==> src/rtl/axi4_burst_master.sv <==
// axi4_burst_master: AXI4 full master that runs one INCR burst per command.
// A write drives AW and W concurrently and then waits for B. A read drives AR
// and then checks every R beat against the pattern seed+beat.
// Ports:
//   ACLK, ARESET          clock, synchronous active-high reset
//   cmd_*                 command handshake and payload (write/addr/len/id/seed)
//   done, status          1-cycle completion pulse, {reject,timeout,mismatch,resp_err}
//   mism_cnt              saturating count of mismatched read beats
//   M_AXI_AW*/W*/B*       write address, data and response channels
//   M_AXI_AR*/R*          read address and data channels
module axi4_burst_master #(
    parameter int unsigned DATA_W  = 32,
    parameter int unsigned ADDR_W  = 32,
    parameter int unsigned ID_W    = 4,
    parameter int unsigned MAX_LEN = 16,
    parameter int unsigned TIMEOUT = 1024
) (
    input  logic                ACLK,
    input  logic                ARESET,
    input  logic                cmd_valid,
    output logic                cmd_ready,
    input  logic                cmd_write,
    input  logic [ADDR_W-1:0]   cmd_addr,
    input  logic [7:0]          cmd_len,
    input  logic [ID_W-1:0]     cmd_id,
    input  logic [DATA_W-1:0]   cmd_seed,
    output logic                done,
    output logic [3:0]          status,
    output logic [15:0]         mism_cnt,
    output logic [ADDR_W-1:0]   M_AXI_AWADDR,
    output logic [ID_W-1:0]     M_AXI_AWID,
    output logic [7:0]          M_AXI_AWLEN,
    output logic [2:0]          M_AXI_AWSIZE,
    output logic [1:0]          M_AXI_AWBURST,
    output logic                M_AXI_AWVALID,
    input  logic                M_AXI_AWREADY,
    output logic [DATA_W-1:0]   M_AXI_WDATA,
    output logic [DATA_W/8-1:0] M_AXI_WSTRB,
    output logic                M_AXI_WLAST,
    output logic                M_AXI_WVALID,
    input  logic                M_AXI_WREADY,
    input  logic [1:0]          M_AXI_BRESP,
    input  logic [ID_W-1:0]     M_AXI_BID,
    input  logic                M_AXI_BVALID,
    output logic                M_AXI_BREADY,
    output logic [ADDR_W-1:0]   M_AXI_ARADDR,
    output logic [ID_W-1:0]     M_AXI_ARID,
    output logic [7:0]          M_AXI_ARLEN,
    output logic [2:0]          M_AXI_ARSIZE,
    output logic [1:0]          M_AXI_ARBURST,
    output logic                M_AXI_ARVALID,
    input  logic                M_AXI_ARREADY,
    input  logic [DATA_W-1:0]   M_AXI_RDATA,
    input  logic [1:0]          M_AXI_RRESP,
    input  logic [ID_W-1:0]     M_AXI_RID,
    input  logic                M_AXI_RLAST,
    input  logic                M_AXI_RVALID,
    output logic                M_AXI_RREADY
);

    localparam int unsigned BYTES   = DATA_W / 8;
    localparam int unsigned LSB     = $clog2(BYTES);
    localparam int unsigned TMO_W   = $clog2(TIMEOUT + 1);
    localparam logic [2:0]  AX_SIZE = 3'(LSB);

    typedef enum logic [2:0] {IDLE, WR, WAIT_B, RD_A, RD_D, DONE} state_t;

    state_t              state_q, state_d;
    logic                aw_valid_q, aw_valid_d;
    logic                w_valid_q, w_valid_d;
    logic                w_last_q, w_last_d;
    logic                b_ready_q, b_ready_d;
    logic                ar_valid_q, ar_valid_d;
    logic                r_ready_q, r_ready_d;
    logic                cmd_ready_q, cmd_ready_d;
    logic                done_q, done_d;
    logic [3:0]          status_q, status_d;
    logic [15:0]         mism_q, mism_d;
    logic [ADDR_W-1:0]   addr_q, addr_d;
    logic [7:0]          len_q, len_d;
    logic [ID_W-1:0]     id_q, id_d;
    logic [DATA_W-1:0]   data_q, data_d;
    logic [7:0]          beat_q, beat_d;
    logic                aw_done_q, aw_done_d;
    logic                w_done_q, w_done_d;
    logic [TMO_W-1:0]    tmo_q, tmo_d;

    logic                aw_fin, w_fin, last_exp;

    // Handshakes and command legality
    logic cmd_hs_c, aw_hs_c, w_hs_c, b_hs_c, ar_hs_c, r_hs_c, any_hs_c;
    logic [13:0] span_c;
    logic reject_c;

    assign cmd_hs_c = cmd_valid && cmd_ready_q;
    assign aw_hs_c  = aw_valid_q && M_AXI_AWREADY;
    assign w_hs_c   = w_valid_q && M_AXI_WREADY;
    assign b_hs_c   = b_ready_q && M_AXI_BVALID;
    assign ar_hs_c  = ar_valid_q && M_AXI_ARREADY;
    assign r_hs_c   = r_ready_q && M_AXI_RVALID;
    assign any_hs_c = aw_hs_c || w_hs_c || b_hs_c || ar_hs_c || r_hs_c;

    // End address of the burst within its 4KB page; beyond 4096 means a crossing
    assign span_c   = 14'(cmd_addr[11:0]) + (14'(cmd_len) + 14'd1) * 14'(BYTES);
    assign reject_c = (32'(cmd_len) >= MAX_LEN) ||
                      (cmd_addr[LSB-1:0] != '0) ||
                      (span_c > 14'd4096);

    // Next-state and registered-output logic
    always_comb begin
        state_d     = state_q;
        aw_valid_d  = aw_valid_q;
        w_valid_d   = w_valid_q;
        w_last_d    = w_last_q;
        b_ready_d   = b_ready_q;
        ar_valid_d  = ar_valid_q;
        r_ready_d   = r_ready_q;
        cmd_ready_d = cmd_ready_q;
        status_d    = status_q;
        mism_d      = mism_q;
        addr_d      = addr_q;
        len_d       = len_q;
        id_d        = id_q;
        data_d      = data_q;
        beat_d      = beat_q;
        aw_done_d   = aw_done_q;
        w_done_d    = w_done_q;
        aw_fin      = aw_done_q;
        w_fin       = w_done_q;
        last_exp    = (beat_q == len_q);

        // Idle-time counter: restarts whenever any channel makes progress
        if (state_q == IDLE || state_q == DONE || any_hs_c) begin
            tmo_d = '0;
        end else begin
            tmo_d = tmo_q + TMO_W'(1);
        end

        case (state_q)
            IDLE: begin
                if (cmd_hs_c) begin
                    addr_d      = cmd_addr;
                    len_d       = cmd_len;
                    id_d        = cmd_id;
                    data_d      = cmd_seed;
                    beat_d      = 8'd0;
                    aw_done_d   = 1'b0;
                    w_done_d    = 1'b0;
                    status_d    = 4'b0000;
                    mism_d      = 16'd0;
                    cmd_ready_d = 1'b0;
                    if (reject_c) begin
                        status_d = 4'b1000;
                        state_d  = DONE;
                    end else if (cmd_write) begin
                        aw_valid_d = 1'b1;
                        w_valid_d  = 1'b1;
                        w_last_d   = (cmd_len == 8'd0);
                        state_d    = WR;
                    end else begin
                        ar_valid_d = 1'b1;
                        state_d    = RD_A;
                    end
                end
            end
            WR: begin
                if (aw_hs_c) begin
                    aw_valid_d = 1'b0;
                    aw_done_d  = 1'b1;
                    aw_fin     = 1'b1;
                end
                if (w_hs_c) begin
                    data_d = data_q + DATA_W'(1);
                    if (w_last_q) begin
                        w_valid_d = 1'b0;
                        w_last_d  = 1'b0;
                        w_done_d  = 1'b1;
                        w_fin     = 1'b1;
                    end else begin
                        beat_d   = beat_q + 8'd1;
                        w_last_d = ((beat_q + 8'd1) == len_q);
                    end
                end
                if (aw_fin && w_fin) begin
                    b_ready_d = 1'b1;
                    state_d   = WAIT_B;
                end
            end
            WAIT_B: begin
                if (b_hs_c) begin
                    b_ready_d = 1'b0;
                    if (M_AXI_BRESP != 2'b00 || M_AXI_BID != id_q) begin
                        status_d[0] = 1'b1;
                    end
                    state_d = DONE;
                end
            end
            RD_A: begin
                if (ar_hs_c) begin
                    ar_valid_d = 1'b0;
                    r_ready_d  = 1'b1;
                    state_d    = RD_D;
                end
            end
            RD_D: begin
                if (r_hs_c) begin
                    data_d = data_q + DATA_W'(1);
                    beat_d = beat_q + 8'd1;
                    if (M_AXI_RDATA != data_q || M_AXI_RID != id_q ||
                        M_AXI_RLAST != last_exp) begin
                        status_d[1] = 1'b1;
                        if (mism_q != 16'hFFFF) begin
                            mism_d = mism_q + 16'd1;
                        end
                    end
                    if (M_AXI_RRESP != 2'b00) begin
                        status_d[0] = 1'b1;
                    end
                    // Stop on whichever comes first: slave's RLAST or our own count
                    if (M_AXI_RLAST || last_exp) begin
                        r_ready_d = 1'b0;
                        state_d   = DONE;
                    end
                end
            end
            DONE: begin
                cmd_ready_d = 1'b1;
                state_d     = IDLE;
            end
            default: begin
                state_d = IDLE;
            end
        endcase

        // Abort: drop every VALID/READY without completing the transfer
        if (state_q != IDLE && state_q != DONE && !any_hs_c &&
            tmo_q == TMO_W'(TIMEOUT - 1)) begin
            aw_valid_d  = 1'b0;
            w_valid_d   = 1'b0;
            w_last_d    = 1'b0;
            b_ready_d   = 1'b0;
            ar_valid_d  = 1'b0;
            r_ready_d   = 1'b0;
            status_d[2] = 1'b1;
            state_d     = DONE;
        end

        // done is high for exactly the single cycle spent in DONE
        done_d = (state_d == DONE);
    end

    // State and output registers
    always_ff @(posedge ACLK) begin
        if (ARESET) begin
            state_q     <= IDLE;
            aw_valid_q  <= 1'b0;
            w_valid_q   <= 1'b0;
            w_last_q    <= 1'b0;
            b_ready_q   <= 1'b0;
            ar_valid_q  <= 1'b0;
            r_ready_q   <= 1'b0;
            cmd_ready_q <= 1'b1;
            done_q      <= 1'b0;
            status_q    <= 4'b0000;
            mism_q      <= 16'd0;
            addr_q      <= '0;
            len_q       <= 8'd0;
            id_q        <= '0;
            data_q      <= '0;
            beat_q      <= 8'd0;
            aw_done_q   <= 1'b0;
            w_done_q    <= 1'b0;
            tmo_q       <= '0;
        end else begin
            state_q     <= state_d;
            aw_valid_q  <= aw_valid_d;
            w_valid_q   <= w_valid_d;
            w_last_q    <= w_last_d;
            b_ready_q   <= b_ready_d;
            ar_valid_q  <= ar_valid_d;
            r_ready_q   <= r_ready_d;
            cmd_ready_q <= cmd_ready_d;
            done_q      <= done_d;
            status_q    <= status_d;
            mism_q      <= mism_d;
            addr_q      <= addr_d;
            len_q       <= len_d;
            id_q        <= id_d;
            data_q      <= data_d;
            beat_q      <= beat_d;
            aw_done_q   <= aw_done_d;
            w_done_q    <= w_done_d;
            tmo_q       <= tmo_d;
        end
    end

    assign cmd_ready     = cmd_ready_q;
    assign done          = done_q;
    assign status        = status_q;
    assign mism_cnt      = mism_q;

    assign M_AXI_AWADDR  = addr_q;
    assign M_AXI_AWID    = id_q;
    assign M_AXI_AWLEN   = len_q;
    assign M_AXI_AWSIZE  = AX_SIZE;
    assign M_AXI_AWBURST = 2'b01;
    assign M_AXI_AWVALID = aw_valid_q;

    assign M_AXI_WDATA   = data_q;
    assign M_AXI_WSTRB   = '1;
    assign M_AXI_WLAST   = w_last_q;
    assign M_AXI_WVALID  = w_valid_q;

    assign M_AXI_BREADY  = b_ready_q;

    assign M_AXI_ARADDR  = addr_q;
    assign M_AXI_ARID    = id_q;
    assign M_AXI_ARLEN   = len_q;
    assign M_AXI_ARSIZE  = AX_SIZE;
    assign M_AXI_ARBURST = 2'b01;
    assign M_AXI_ARVALID = ar_valid_q;

    assign M_AXI_RREADY  = r_ready_q;

endmodule

==> config.mk <==
export PLATFORM = sky130hd
export DESIGN_NAME = axi4_burst_master
export DESIGN_NICKNAME = d
export VERILOG_FILES = /design/src/rtl/axi4_burst_master.sv
export SDC_FILE = /design/constraint.sdc
export NUM_CORES = 1
export LEC_CHECK = 0
export ABC_AREA = 1
export BUFFER_PORTS_ARGS = -buffer_cell sky130_fd_sc_hd__clkbuf_2
export CORE_MARGIN = 3
export CORE_UTILIZATION = 55
export CTS_CLUSTER_SIZE = 25
export DETAILED_ROUTE_END_ITERATION = 12
export PLACE_DENSITY = 0.93
export SYNTH_ARGS = -nofsm -noshare
export SYNTH_HDL_FRONTEND = slang
export SYNTH_SLANG_ARGS = --single-unit
==> constraint.sdc <==
create_clock -name ACLK -period 4.5 [get_ports ACLK]
set_input_delay 0.675 -clock ACLK [delete_from_list [all_inputs] [get_ports ACLK]]
set_output_delay 0.675 -clock ACLK [all_outputs]
set_load 0.03 [all_outputs]
==> results of run 1 <==
-- flip-flops by register name (all words and copies together), names as in the netlist, 3 cells and up --
signal,cells
M_AXI_ARADDR,32
M_AXI_ARID,4
M_AXI_ARLEN,8
M_AXI_WDATA,32
beat_q,8
mism_cnt,16
state_q,3
status,4
tmo_q,11
-- metal layers --
layer  up-vias  global-route usage (%)
met4         0                    15.9
met2       507                    54.2
met3        88                    6.31
li1       4411                       -
met1      4148                    32.6
met5         -                       0
-- kinds of logic (layout without fill, tap and decap cells) --
| kind of cell | Yosys count | in the layout | synth area share (%) |
|---|---|---|---|
| AOI/OAI and AO/OA | 219 | 219 | 14.5 |
| xor gates and xnor gates | 60 | 60 | 6.28 |
| adders and majority gates | 18 | 18 | 2.78 |
| buffers and inverters | 227 | 439 | 13.6 |
| DFF | 128 | 128 | 30.6 |
| other | 2 | 15 | 0.0897 |
| and+or+nand+nor | 593 | 593 | 32.2 |
-- Yosys cell counts (4+ instances only) --
| library cell | instances |
|---|---|
| nor3_1 | 23 |
| xor2_1 | 43 |
| inv_2 | 7 |
| nor4_1 | 4 |
| clkbuf_1 | 24 |
| nand2_1 | 221 |
| nor2_1 | 203 |
| a21oi_1 | 79 |
| buf_4 | 61 |
| nand3_2 | 10 |
| nand2_2 | 7 |
| o21ai_0 | 100 |
| a31oi_1 | 4 |
| a21oi_2 | 4 |
| nor3_2 | 6 |
| ha_1 | 17 |
| a221oi_1 | 5 |
| nand3_1 | 62 |
| buf_2 | 13 |
| nand4_1 | 20 |
| o22ai_1 | 4 |
| o21ai_1 | 4 |
| nor3b_1 | 4 |
| xnor2_1 | 17 |
| dfxtp_1 | 128 |
| nor2_2 | 8 |
| a211oi_1 | 5 |
| inv_1 | 116 |
-- critical path, stage by stage, from the launching register on --
cell and delay, ns:
dfxtp_1 0.47, inv_1 0.14, nand2_1 0.08, nor3b_1 0.18, nand3b_1 0.15, ha_1 0.35, nor4_1 0.34, nand2_1 0.10
nor2_1 0.16, nand3_2 0.12, nand3_2 0.32, nand2_4 0.23, o21ai_0 0.21, nor2_1 0.08
-- area by class of cell --
cell class / instances / area, sq um / share of cell area, %
diodes: 1 / 2.50 / 0.0251
clock buffers: 18 / 439 / 4.41
clock inverters: 14 / 105 / 1.06
inverters: 125 / 474 / 4.77
multi-input cells: 904 / 4710 / 47.4
flip-flops and latches: 128 / 2560 / 25.8
well taps: 184 / 230 / 2.31
repair buffers: 282 / 1420 / 14.3
-- power groups by stage --
stage | sequential [mW] | clock, mW | combinational [mW]
floorplan | 1.69 | 0 | 0.977
global placement | 1.49 | 0 | 1.49
detailed placement | 1.49 | 0 | 1.51
CTS | 1.47 | 1.30 | 1.52
global route | 1.50 | 1.35 | 1.67
finish | 1.48 | 1.29 | 1.53
-- worst max-delay path by stage --
stage | start | endpoint | cells past startpoint
after detailed placement | cmd_len[0] | M_AXI_WLAST | 21
after global routing | M_AXI_ARLEN[4] | mism_cnt[1] | 13
after CTS | M_AXI_ARLEN[4] | mism_cnt[1] | 13
after floorplan | cmd_len[0] | M_AXI_WLAST | 20
after global placement | cmd_len[0] | M_AXI_WLAST | 21
final | M_AXI_ARLEN[4] | mism_cnt[1] | 13
-- per-stage QoR --
step | hold WS, ns | worst slack [ns] | cell area, sq um
6_report | 0.448 | 1.44 | 9950
5_1_grt | 0.475 | 1.20 | 9950
4_1_cts | 0.454 | 1.48 | 9950
3_5_place_dp | 0.439 | 1.26 | 9400
3_3_place_gp | 0.431 | 1.37 | 9400
2_1_floorplan | 0.418 | 1.70 | 8420
-- cells in the final DEF (no fill, tap or decap), types with 3 or more instances in the layout --
cell type / count
inv_1: 116
buf_4: 5
nor2_1: 203
a21oi_2: 4
a21oi_1: 79
a211oi_1: 5
or2_1: 3
nand4_1: 20
o211ai_1: 3
conb_1: 14
inv_2: 7
xor2_1: 43
o21ai_1: 4
nand3_2: 10
clkinv_2: 4
nor3b_1: 4
xnor2_1: 17
nand2_2: 7
dfxtp_1: 128
nor4_1: 4
or2_2: 3
o22ai_1: 4
inv_6: 6
clkbuf_2: 277
o21ai_0: 100
or2_0: 3
nand2_1: 221
nand3_1: 62
nor3_2: 6
nand3b_1: 3
nor2_2: 8
nor3_1: 23
a221oi_1: 5
ha_1: 17
clkbuf_16: 17
a31oi_1: 4
==> impl_metrics.ini, run 1 <==
[status]
status = finished clean

[drt]
wirelength_met1_mm = 9.75
drt-wirelength-per-cell_microns = 15.5
wirelength_mm = 25.7
highest_layer = met4
vias_per_cell = 5.53
dr_wl_met3_mm = 2.12
first_iter_violations = 687
drc = 0
wl_met2_mm = 12.8
drtPass1Iterations = 8
final_antenna_net_count = 0
num_vias = 9154

[setup_path]
crit_path_end_kind = flop
arrival_ns = 3.34
ff2ff_path_depth = 13
r2r_setup_slack_ns = 1.44
timing.rr.end = mism_cnt[1]
crit_required_ns = 4.77
reg2reg_from = M_AXI_ARLEN[4]
critPathLaunchType = flop
worstSetupPathType = reg2reg
crit_fanout = 19

[placed_design]
hpwlAfterDp_mm = 19.2
gp_congestion = 0.971
portBuffers = 277
dpl.cell_count = 1623

[global_route]
grt_max_degree = 52
grt_pass1_wl_mm = 40.1
grt_use_total_pct = 29.9
grt_pass1_vias = 8629
antenna_found_initial = 1
overflow = 0

[sta]
finalHoldViolations = 0
slew_viol_final = 0
fmax_mhz = 326
tightest_slew_ns = 0.732
setup_tns_ns = 0
slew_headroom_pct = 51.1
fin_crit_sh_pct = 68.1
min_period_ns = 3.06
setup_violations = 0
rsz0062_at_grt = no
finClkSkew_ns = 0.0120

[cts]
cts_tree = done
clock_latency_ns = 0.42
cts_sinks = 128
ctsHoldBuffers = 0
cts_resized = 0
post_cts.repair.setup_buffers = 0
cts_root_buffer = clkbuf_16
cts-buffers-inserted = 17
htree_num_levels = 4
cts_buffer_depth = 2
clkTransAtPathRegs_ns = 0.06

[die]
core_area_sq_um = 14700
die_h_microns = 129
num_rows = 44
start_util_pct = 57.0
num_io_pins = 292
fp.dieW_microns = 129
dieArea_sq_um = 16700

[flow_run]
drv_cap = 0

[synth]
syn_area_sq_um = 8370
yosysTopAreaCell = dfxtp_1
ys_ff_latch = 128
yosys-top-cells-area = dfxtp_1 (31%), nand2_1 (9.9%), nor2_1 (9.1%)
synth-edff-count = 0
avgSynthCellArea_sq_um = 6.71
synthCells = 1247
ys_seq_area_share_pct = 30.6
synth-main-ff-cell = dfxtp_1
synth_top_area_share_pct = 30.6
synthArstFlopShare_pct = 0
yosysUniqueCellTypes = 56
yosysWarnings = 0

[layout]
area.growth.synth_to_final_pct = 18.9
drive_above_1_share_pct = 25.4
final_nets = 1606
utilization_pct = 67.7
fin_cells = 1656
nFillCells = 1246

[min_path]
whs_path_depth = 1
min-delay-path-class = reg2reg
hold_start = tmo_q[0]
min_to = tmo_q[0]

[pwr]
pwr-share-seq_pct = 34.4
peakVddDrop_mv = 0.279
p_clk_share_pct = 30.0
p_comb_share_pct = 35.7
swShare_pct = 43.1
p_total_mw = 4.30
leakagePower_nw = 4.77
cellPowerDensity_nw_per_um2 = 432
p_switching_mw = 1.85
p_int_mw = 2.45
Note: power is estimated with default switching activity, not from simulation.
==> run 2, diff against run 1 <==
Settings changed: CORE_UTILIZATION 55 to 46, PLACE_DENSITY 0.93 to 0.83.
Clock period 4.5 ns to 2.8 ns, I/O delays scaled along.
==> impl_metrics.ini, run 2 (synthesized netlist as in run 1, its figures left out) <==
[sta]
setup_ws_ns = 0.285
holdWs_ns = 0.221
finClkSkew_ns = 0.00993
fin_crit_sh_pct = 89.8
min_period_ns = 2.51
slew_headroom_pct = 44.9
slew_viol_final = 0
finalHoldViolations = 0
setup_tns_ns = 0
tightest_slew_ns = 0.826
fmax_mhz = 398
setup_violations = 0

[die]
dieArea_sq_um = 19900
die_h_microns = 141
core_area_sq_um = 17500
num_rows = 48
num_io_pins = 292
start_util_pct = 47.7
fp.dieW_microns = 141

[setup_path]
critPathLaunchType = flop
crit_path_end_kind = flop
crit_fanout = 10
crit_chain = xor2_1 > a21oi_1 > nand3b_1 > ha_1 > nor4_2 > buf_4 > nand2_1 > nor2_1 > nand3_2 > nand3_4 > buf_6 > nand3_1 > a21oi_2
worstSetupPathType = reg2reg
crit_slowest_cell = dfxtp_1
crit_required_ns = 3.16
max_stage_delay_ns = 0.45
r2r_setup_slack_ns = 0.29
arrival_ns = 2.87

[cts]
cts_sinks = 128
cts_root_buffer = clkbuf_16
htree_num_levels = 4
cts_tree = done
clock_latency_ns = 0.42
clkTransAtPathRegs_ns = 0.06
cts_buffer_depth = 2
ctsHoldBuffers = 0
cts-buffers-inserted = 17

[global_route]
antenna_found_initial = 1
grt_pass1_vias = 8474
overflow = 0
grt_use_total_pct = 25.9
grt_max_degree = 48
grt_pass1_wl_mm = 42.0

[flow_run]
drv_cap = 0

[layout]
final_nets = 1623
area.growth.synth_to_final_pct = 22.6
utilization_pct = 58.5
fin_cells = 1714
final_common_cell = clkbuf_2
final_cell_mix = clkbuf_2 (277), nand2_1 (221), nor2_1 (203), dfxtp_1 (125), inv_1 (116)
drive_above_1_share_pct = 26.7
fin_area_sq_um = 10300

[status]
status = finished clean

[drt]
vias_per_cell = 5.25
num_vias = 8990
first_iter_violations = 580
final_antenna_net_count = 0
drt-wirelength-per-cell_microns = 15.5
drtPass1Iterations = 5
wirelength_mm = 26.5
drc = 0

[placed_design]
place_area_sq_um = 9580
gp_congestion = 0.917
place_ws_ns = -0.152
hpwlAfterDp_mm = 20.4
portBuffers = 277
dpl.cell_count = 1681

[pwr]
peakVddDrop_mv = 0.437
p_total_mw = 7.30
cellPowerDensity_nw_per_um2 = 711
leakagePower_nw = 4.91

[min_path]
min-delay-path-class = in2reg
-- run 2: changes by cell type in the layout (fill, tap and decap cells not counted), sizes merged --
cell	change
inv	+4
bufinv	+3
buf	+17
clkinvlp	-1
clkinv	-6
-- run 2: routing by layer --
| layer | track usage (%) | share of wire (%) | vias up | wire, microns |
|---|---|---|---|---|
| met5 | 0 | 0 | - | 0 |
| met4 | 11.2 | 3.5 | 0 | 922 |
| met3 | 5.77 | 8.0 | 66 | 2120 |
| met2 | 46.0 | 48 | 398 | 12900 |
| met1 | 29.9 | 40 | 4071 | 10600 |
| li1 | - | - | 4455 | - |
-- run 2: worst max-delay path, delay by kind of cell (launching register included) --
family / cells / cell delay, ns
simple gates: 7 / 0.92
xor+xnor: 1 / 0.14
fa+ha+maj: 1 / 0.32
compound gates: 2 / 0.32
buf+inv: 2 / 0.31
flops: 1 / 0.45
-- run 2: power by group --
part           internal [mW]  switching, mW
Sequential              2.05          0.326
Clock                   1.46          0.933
Combinational          0.758           1.77
-- run 2: worst paths after layout --
path                                     start               end  cells after the start
worst max-delay path            M_AXI_ARLEN[6]      mism_cnt[12]                     13
worst min-delay path              cmd_addr[14]  M_AXI_ARADDR[14]                      3
worst max register to register  M_AXI_ARLEN[6]      mism_cnt[12]                     13
worst min register to register        tmo_q[0]          tmo_q[0]                      1
-- run 2: area by class of cell --
class / count / area, sq um
timing repair buffer: 299 / 1560
antenna: 1 / 2.50
sequential: 128 / 2570
multi-input combinational: 904 / 4760
clock inverter: 14 / 190
fill: 1645 / 7270
tap: 225 / 282
clock buffer: 18 / 439
inverter: 125 / 474
-- run 2: repair_timing --
action,CTS,global route
hold endpoints to repair,0,0
resized for setup,0,11
buffers inserted,0,0
endpoints found under the setup margin,0,18
